===== src/rtl/mem_req_queue.sv =====
// In-order memory request queue between execute and the data-cache interface.
// Holds the head until completed, replays on nack, flushes on kill/exception.
module mem_req_queue #(
    parameter int unsigned DEPTH     = 4,
    parameter int unsigned MAX_RETRY = 15
) (
    input  logic                     clk_i,
    input  logic                     rstn_i,
    input  logic                     enq_valid_i,
    output logic                     enq_ready_o,
    input  logic [63:0]              enq_base_i,
    input  logic [63:0]              enq_imm_i,
    input  logic [63:0]              enq_data_i,
    input  logic [6:0]               enq_instr_type_i,
    input  logic [2:0]               enq_mem_size_i,
    input  logic [4:0]               enq_rd_i,
    input  logic                     kill_i,
    output logic                     issue_valid_o,
    output logic [63:0]              issue_base_o,
    output logic [63:0]              issue_imm_o,
    output logic [63:0]              issue_data_o,
    output logic [6:0]               issue_instr_type_o,
    output logic [2:0]               issue_mem_size_o,
    output logic [4:0]               issue_rd_o,
    input  logic                     busy_i,
    input  logic                     done_i,
    input  logic                     nack_i,
    input  logic                     xcpt_i,
    output logic [$clog2(DEPTH):0]   count_o,
    output logic [3:0]               retry_cnt_o,
    output logic                     in_flight_o
);

    localparam int unsigned PtrW   = $clog2(DEPTH);
    localparam int unsigned CntW   = PtrW + 1;
    localparam int unsigned EntryW = 64 + 64 + 64 + 7 + 3 + 5;

    typedef enum logic [0:0] {StIdle, StWait} state_e;

    state_e            state_q;
    logic [PtrW-1:0]   wr_q, rd_q;
    logic [CntW-1:0]   count_q;
    logic [3:0]        retry_q;
    logic              in_flight_q;
    logic [EntryW-1:0] mem_q [DEPTH];

    logic              flush, push, pop;
    logic [EntryW-1:0] enq_entry;

    assign enq_entry = {enq_base_i, enq_imm_i, enq_data_i, enq_instr_type_i,
                        enq_mem_size_i, enq_rd_i};

    assign {issue_base_o, issue_imm_o, issue_data_o, issue_instr_type_o,
            issue_mem_size_o, issue_rd_o} = mem_q[rd_q];

    // Ready looks only at current occupancy: a full queue refuses even while popping.
    assign enq_ready_o   = (count_q != CntW'(DEPTH));
    assign issue_valid_o = (state_q == StIdle) && (count_q != '0) && !kill_i;

    assign flush = kill_i || ((state_q == StWait) && xcpt_i);
    assign push  = enq_valid_i && enq_ready_o && !flush;
    assign pop   = (state_q == StWait) && !flush && done_i;

    assign count_o     = count_q;
    assign retry_cnt_o = retry_q;
    assign in_flight_o = in_flight_q;

    always_ff @(posedge clk_i or negedge rstn_i) begin
        if (!rstn_i) begin
            state_q     <= StIdle;
            wr_q        <= '0;
            rd_q        <= '0;
            count_q     <= '0;
            retry_q     <= '0;
            in_flight_q <= 1'b0;
            for (int unsigned i = 0; i < DEPTH; i++) begin
                mem_q[i] <= '0;
            end
        end else if (flush) begin
            state_q     <= StIdle;
            wr_q        <= '0;
            rd_q        <= '0;
            count_q     <= '0;
            retry_q     <= '0;
            in_flight_q <= 1'b0;
        end else begin
            if (push) begin
                mem_q[wr_q] <= enq_entry;
                wr_q        <= wr_q + PtrW'(1);
            end
            if (pop) begin
                rd_q <= rd_q + PtrW'(1);
            end
            if (push && !pop) begin
                count_q <= count_q + CntW'(1);
            end else if (pop && !push) begin
                count_q <= count_q - CntW'(1);
            end

            unique case (state_q)
                StIdle: begin
                    if (issue_valid_o && !busy_i) begin
                        state_q     <= StWait;
                        in_flight_q <= 1'b1;
                    end
                end
                StWait: begin
                    if (done_i) begin
                        state_q     <= StIdle;
                        in_flight_q <= 1'b0;
                        retry_q     <= '0;
                    end else if (nack_i) begin
                        state_q     <= StIdle;
                        in_flight_q <= 1'b0;
                        if (retry_q < 4'(MAX_RETRY)) begin
                            retry_q <= retry_q + 4'd1;
                        end
                    end
                end
                default: begin
                    state_q     <= StIdle;
                    in_flight_q <= 1'b0;
                end
            endcase
        end
    end

endmodule


===== config.mk =====
export PLATFORM = sky130hd
export DESIGN_NAME = mem_req_queue
export DESIGN_NICKNAME = d
export VERILOG_FILES = /design/src/rtl/mem_req_queue.sv
export SDC_FILE = /design/constraint.sdc
export NUM_CORES = 1
export LEC_CHECK = 0
export BUFFER_PORTS_ARGS = -buffer_cell sky130_fd_sc_hd__buf_2
export CAP_MARGIN = 0
export CORE_MARGIN = 2
export CORE_UTILIZATION = 63
export DETAILED_ROUTE_END_ITERATION = 10
export PLACE_DENSITY = 0.85
export SYNTH_ARGS = -nofsm -noshare
export SYNTH_HDL_FRONTEND = slang
export SYNTH_SLANG_ARGS = --single-unit

===== constraint.sdc =====
create_clock -name clk_i -period 3.2 [get_ports clk_i]
set_input_delay 0.32 -clock clk_i [delete_from_list [all_inputs] [get_ports clk_i]]
set_output_delay 0.32 -clock clk_i [all_outputs]
set_load 0.02 [all_outputs]

==> summary.md <==
| Metric | Value |
|---|---|
| Max cap viols | `0` |
| Seq/Total Area, Yosys | `0.5804` |
| Slew @ Worst Pin | `between 0.7 and 0.8 ns` |
| Unrepaired setup endpoints after global routing | `false` |
| Die width | `approximately 240 um` |
| Setup violations, final | `0` |
| CTS Buf Count | `84` |
| Fill count | `around 2900` |
| Post-route clock period utilization | `0.9206` |
| Number of standard cells after synthesis | `2087` |
| Residual DRC count | `0` |
| Root buffer cell | `sky130_fd_sc_hd__clkbuf_16` |
| Max Buffers Root-to-Sink | `3` |
| Min-delay worst type | `in -> reg` |
| Iter 0 DRT Violations | `1207` |
| Share of post-route cells with drive strength above 1 | `0.5964` |
| Static leakage | `about 20 nW` |
| Startpoint Class | `flop` |
| Switch Pwr | `12.62 mW` |
| Area of the die | `about 60000 um2` |
| Library cells used by synthesis | `38` |
| Via density per instance | `approximately 6.1` |
| Net count after synthesis | `2308` |
| Post-synth EDFFs | `0` |
| Maximum ir drop on the vdd rail | `roughly 700 uV` |
| Area Growth Syn to Fin | `22.64%` |
| Maximum number of pins on one net before global-route repair | `92` |
| Post-route core utilization | `0.7856` |
| Buffers added on ports | `~430` |
| Critical Path RT | `approximately 2.9 ns` |
| Total gr overflow | `0` |
| Total iterations of the first detailed-routing run | `6` |
| Slew margin rel. | `0.4822` |
| Dominant cell type by area after synthesis | `sky130_fd_sc_hd__dfrtp_1` |
| Switching Fraction | `0.3106` |
| Placed cell areas | `39510 um2` |
| Crit path max fanout | `30` |
| Overall routed net length | `89610 um` |
| Fin. Hold Viols | `0` |
| Number of vias in the routed layout | `around 22000` |
| Number of global-route vias before repair | `24870` |
| Seq cells post-synth | `approximately 840` |
| ANT nets after route | `0` |
| Pwr per Cell Area | `a little over 900 nW/um2` |
| Post-route cell area | `roughly 44000 um2` |
| Area fraction of the dominant cell type after synthesis | `0.5804` |
| Routed length per instance | `roughly 25 um` |
| Ports placed on the boundary | `about 430` |
| Clock transition time at the flip-flop clock pins of the worst setup and hold paths | `0.06 ns` |
| Aggregate global-route resource usage | `0.3081` |
| Starting utilization of the core area | `0.6406` |
| Wire length of the first global-routing pass | `around 140000 um` |
| Post-CTS Setup Repair Bufs | `0` |
| Nets | `2967` |
| Minimum clock period after layout | `2.946 ns` |
| Number of clock sinks | `~840` |
| RePlAce Congestion | `slightly above 0.8` |
| Pins Over Slew Limit | `0` |
| Synthesized area per cell | `between 15 and 20 um2` |
| TritonCTS clock tree | `built` |
| Portion of total power attributed to the clock network | `0.244` |
| Arrival time at the worst endpoint | `2.63 ns` |
| Flop-to-flop setup slack | `roughly 0.58 ns` |
| Share of async-settable or async-resettable flops after synthesis | `1.000` |
| Path type of the worst setup path | `reg -> out` |
| Height of the chip | `~240 um` |
| Row count | `a little under 90` |
| Worst clock skew | `around 0.017 ns` |
| Final setup TNS | `0 ns` |
| Type of destination of the critical path | `output port` |
| Part of the total power dissipated in sequential elements | `0.439` |
| Later-pin clock latency in the skew report | `around 0.63 ns` |
| Detailed placement HPWL | `between 50000 and 60000 um` |
| Worst hold margin | `slightly above 0.1 ns` |
| Fmax | `339.4 MHz` |
| Synth warnings | `0` |
| Total chip power | `between 40 and 50 mW` |
| Top cells by area in the synthesized netlist | `sky130_fd_sc_hd__dfrtp_1 58%, sky130_fd_sc_hd__mux2_2 26%, sky130_fd_sc_hd__mux4_2 13%, sky130_fd_sc_hd__buf_2 1.3%, sky130_fd_sc_hd__buf_6 0.37%` |
| Share of total power in combinational logic | `0.317` |
| Number of antenna violations at the first check in global routing | `12` |
| Int Power | `28.00 mW` |
| Area of combinational cells with multiple inputs | `14510 um2` |
| Commonest register cell after synthesis | `sky130_fd_sc_hd__dfrtp_1` |
| Register area | `around 21000 um2` |
| Post-synthesis instance area | `~36000 um2` |
| Run status | `finished, final reports clean` |
| H-Tree Depth | `3` |
| Floorplan Core Area | `~57000 um2` |
logic make-up (layout without fill, tap and decap cells):
| logic type | Yosys count | in the layout | synth area share |
|---|---|---|---|
| other cells | 0 | 13 | 0 |
| fa+ha+maj | 6 | 6 | 0.002277 |
| compound gates | 20 | 20 | 0.003554 |
| xor+xnor | 1 | 1 | 0.0002416 |
| buf+inv | 145 | 868 | 0.02084 |
| flops | 841 | 841 | 0.5804 |
| simple gates | 36 | 36 | 0.006108 |
| mux | 1038 | 1038 | 0.3866 |
worst max-delay path: stages (launching register included):
cell and delay [ns]:
sky130_fd_sc_hd__dfrtp_4 0.58, sky130_fd_sc_hd__buf_12 0.30, sky130_fd_sc_hd__buf_4 0.30, sky130_fd_sc_hd__mux4_2 0.58, sky130_fd_sc_hd__buf_2 0.20
state kept, by name (all words and copies together) (netlist names):
| signal | flops |
|---|---|
| wr_q | 2 |
| rd_q | 2 |
| mem_q | 828 |
| in_flight_o | 1 |
| state_q | 1 |
| retry_cnt_o | 4 |
| count_o | 3 |
through the flow:
| step | std cells | worst slack, ns |
|---|---|---|
| floorplan | 2087 | 1.013 |
| global placement | 3204 | 0.7798 |
| detailed placement | 3204 | 0.6893 |
| CTS | 3566 | 0.2075 |
| global route | 3577 | 0.1529 |
| finish | 3579 | 0.2540 |
power groups by stage:
stage	clock network (mW)	logic, mW	registers (mW)
final	9.90	12.9	17.8
after global routing	10.5	13.6	18.3
after CTS	10.0	12.8	17.6
after detailed placement	0	12.4	17.7
after global placement	0	11.9	17.2
after floorplan	0	9.08	16.8
final cells by class:
type,instances,share of cell area
timing repair buffer,710,0.1145
multi-input combinational,1101,0.3264
inverter,8,0.0006753
clock inverter,23,0.005740
antenna,13,0.0007315
tap,756,0.02127
sequential,841,0.4734
clock buffer,127,0.05728
final timing paths:
path / startpoint / endpoint / cells past startpoint
min in group asynchronous: rstn_i / mem_q[790] / 2
hold reg to reg: in_flight_o / in_flight_o / 1
hold / removal: done_i / retry_cnt_o[0] / 4
setup reg to reg: state_q / mem_q[264] / 6
max in group asynchronous: rstn_i / mem_q[515] / 4
setup / recovery: rd_q[0] / issue_data_o[42] / 4
cell usage in the layout, fill, tap and decap left out, types with 2 or more instances in the layout:
| master | instances |
|---|---|
| sky130_fd_sc_hd__buf_12 | 24 |
| sky130_fd_sc_hd__o22ai_1 | 2 |
| sky130_fd_sc_hd__mux2_2 | 829 |
| sky130_fd_sc_hd__or3_1 | 2 |
| sky130_fd_sc_hd__dlygate4sd3_1 | 212 |
| sky130_fd_sc_hd__dfrtp_4 | 2 |
| sky130_fd_sc_hd__clkbuf_8 | 22 |
| sky130_fd_sc_hd__diode_2 | 13 |
| sky130_fd_sc_hd__buf_2 | 430 |
| sky130_fd_sc_hd__o21ai_0 | 5 |
| sky130_fd_sc_hd__mux4_2 | 207 |
| sky130_fd_sc_hd__clkbuf_1 | 18 |
| sky130_fd_sc_hd__o21a_1 | 2 |
| sky130_fd_sc_hd__nand3_1 | 4 |
| sky130_fd_sc_hd__clkinv_2 | 12 |
| sky130_fd_sc_hd__nor2_1 | 6 |
| sky130_fd_sc_hd__dfrtp_1 | 839 |
| sky130_fd_sc_hd__mux2i_1 | 2 |
| sky130_fd_sc_hd__nand3b_1 | 3 |
| sky130_fd_sc_hd__inv_6 | 3 |
| sky130_fd_sc_hd__nor3_1 | 2 |
| sky130_fd_sc_hd__nand2_1 | 6 |
| sky130_fd_sc_hd__bufinv_16 | 4 |
| sky130_fd_sc_hd__a21oi_1 | 5 |
| sky130_fd_sc_hd__clkbuf_16 | 87 |
| sky130_fd_sc_hd__nand2_8 | 4 |
| sky130_fd_sc_hd__clkinv_8 | 2 |
| sky130_fd_sc_hd__ha_1 | 5 |
| sky130_fd_sc_hd__buf_4 | 43 |
| sky130_fd_sc_hd__inv_1 | 8 |
repair_timing:
| item | in CTS | in global routing |
|---|---|---|
| hold endpoints to repair | 885 | 0 |
| hold buffers | 212 | 0 |
| gates resized for setup | 0 | 0 |
metal layers:
metal | up-vias | share of wire | global-route usage
met5 | - | 0.00030 | 0
met4 | 4 | 0.037 | 0.1340
met3 | 209 | 0.060 | 0.06576
met2 | 759 | 0.51 | 0.5165
met1 | 11680 | 0.39 | 0.3918
li1 | 9174 | - | -
Yosys cell counts, types with 2 or more instances:
| master | n |
|---|---|
| sky130_fd_sc_hd__buf_2 | 97 |
| sky130_fd_sc_hd__mux4_2 | 207 |
| sky130_fd_sc_hd__nand3_1 | 4 |
| sky130_fd_sc_hd__nand2_2 | 4 |
| sky130_fd_sc_hd__buf_1 | 4 |
| sky130_fd_sc_hd__dfrtp_1 | 841 |
| sky130_fd_sc_hd__mux2_2 | 829 |
| sky130_fd_sc_hd__nor2_1 | 6 |
| sky130_fd_sc_hd__buf_6 | 12 |
| sky130_fd_sc_hd__o21a_1 | 2 |
| sky130_fd_sc_hd__o22ai_1 | 2 |
| sky130_fd_sc_hd__nand3b_1 | 3 |
| sky130_fd_sc_hd__nor3_1 | 2 |
| sky130_fd_sc_hd__o21ai_0 | 5 |
| sky130_fd_sc_hd__nand2_1 | 6 |
| sky130_fd_sc_hd__ha_1 | 5 |
| sky130_fd_sc_hd__clkbuf_1 | 24 |
| sky130_fd_sc_hd__a21oi_1 | 5 |
| sky130_fd_sc_hd__or3_1 | 2 |
| sky130_fd_sc_hd__inv_1 | 8 |
| sky130_fd_sc_hd__mux2i_1 | 2 |
Power figures use the tool's default switching activity.
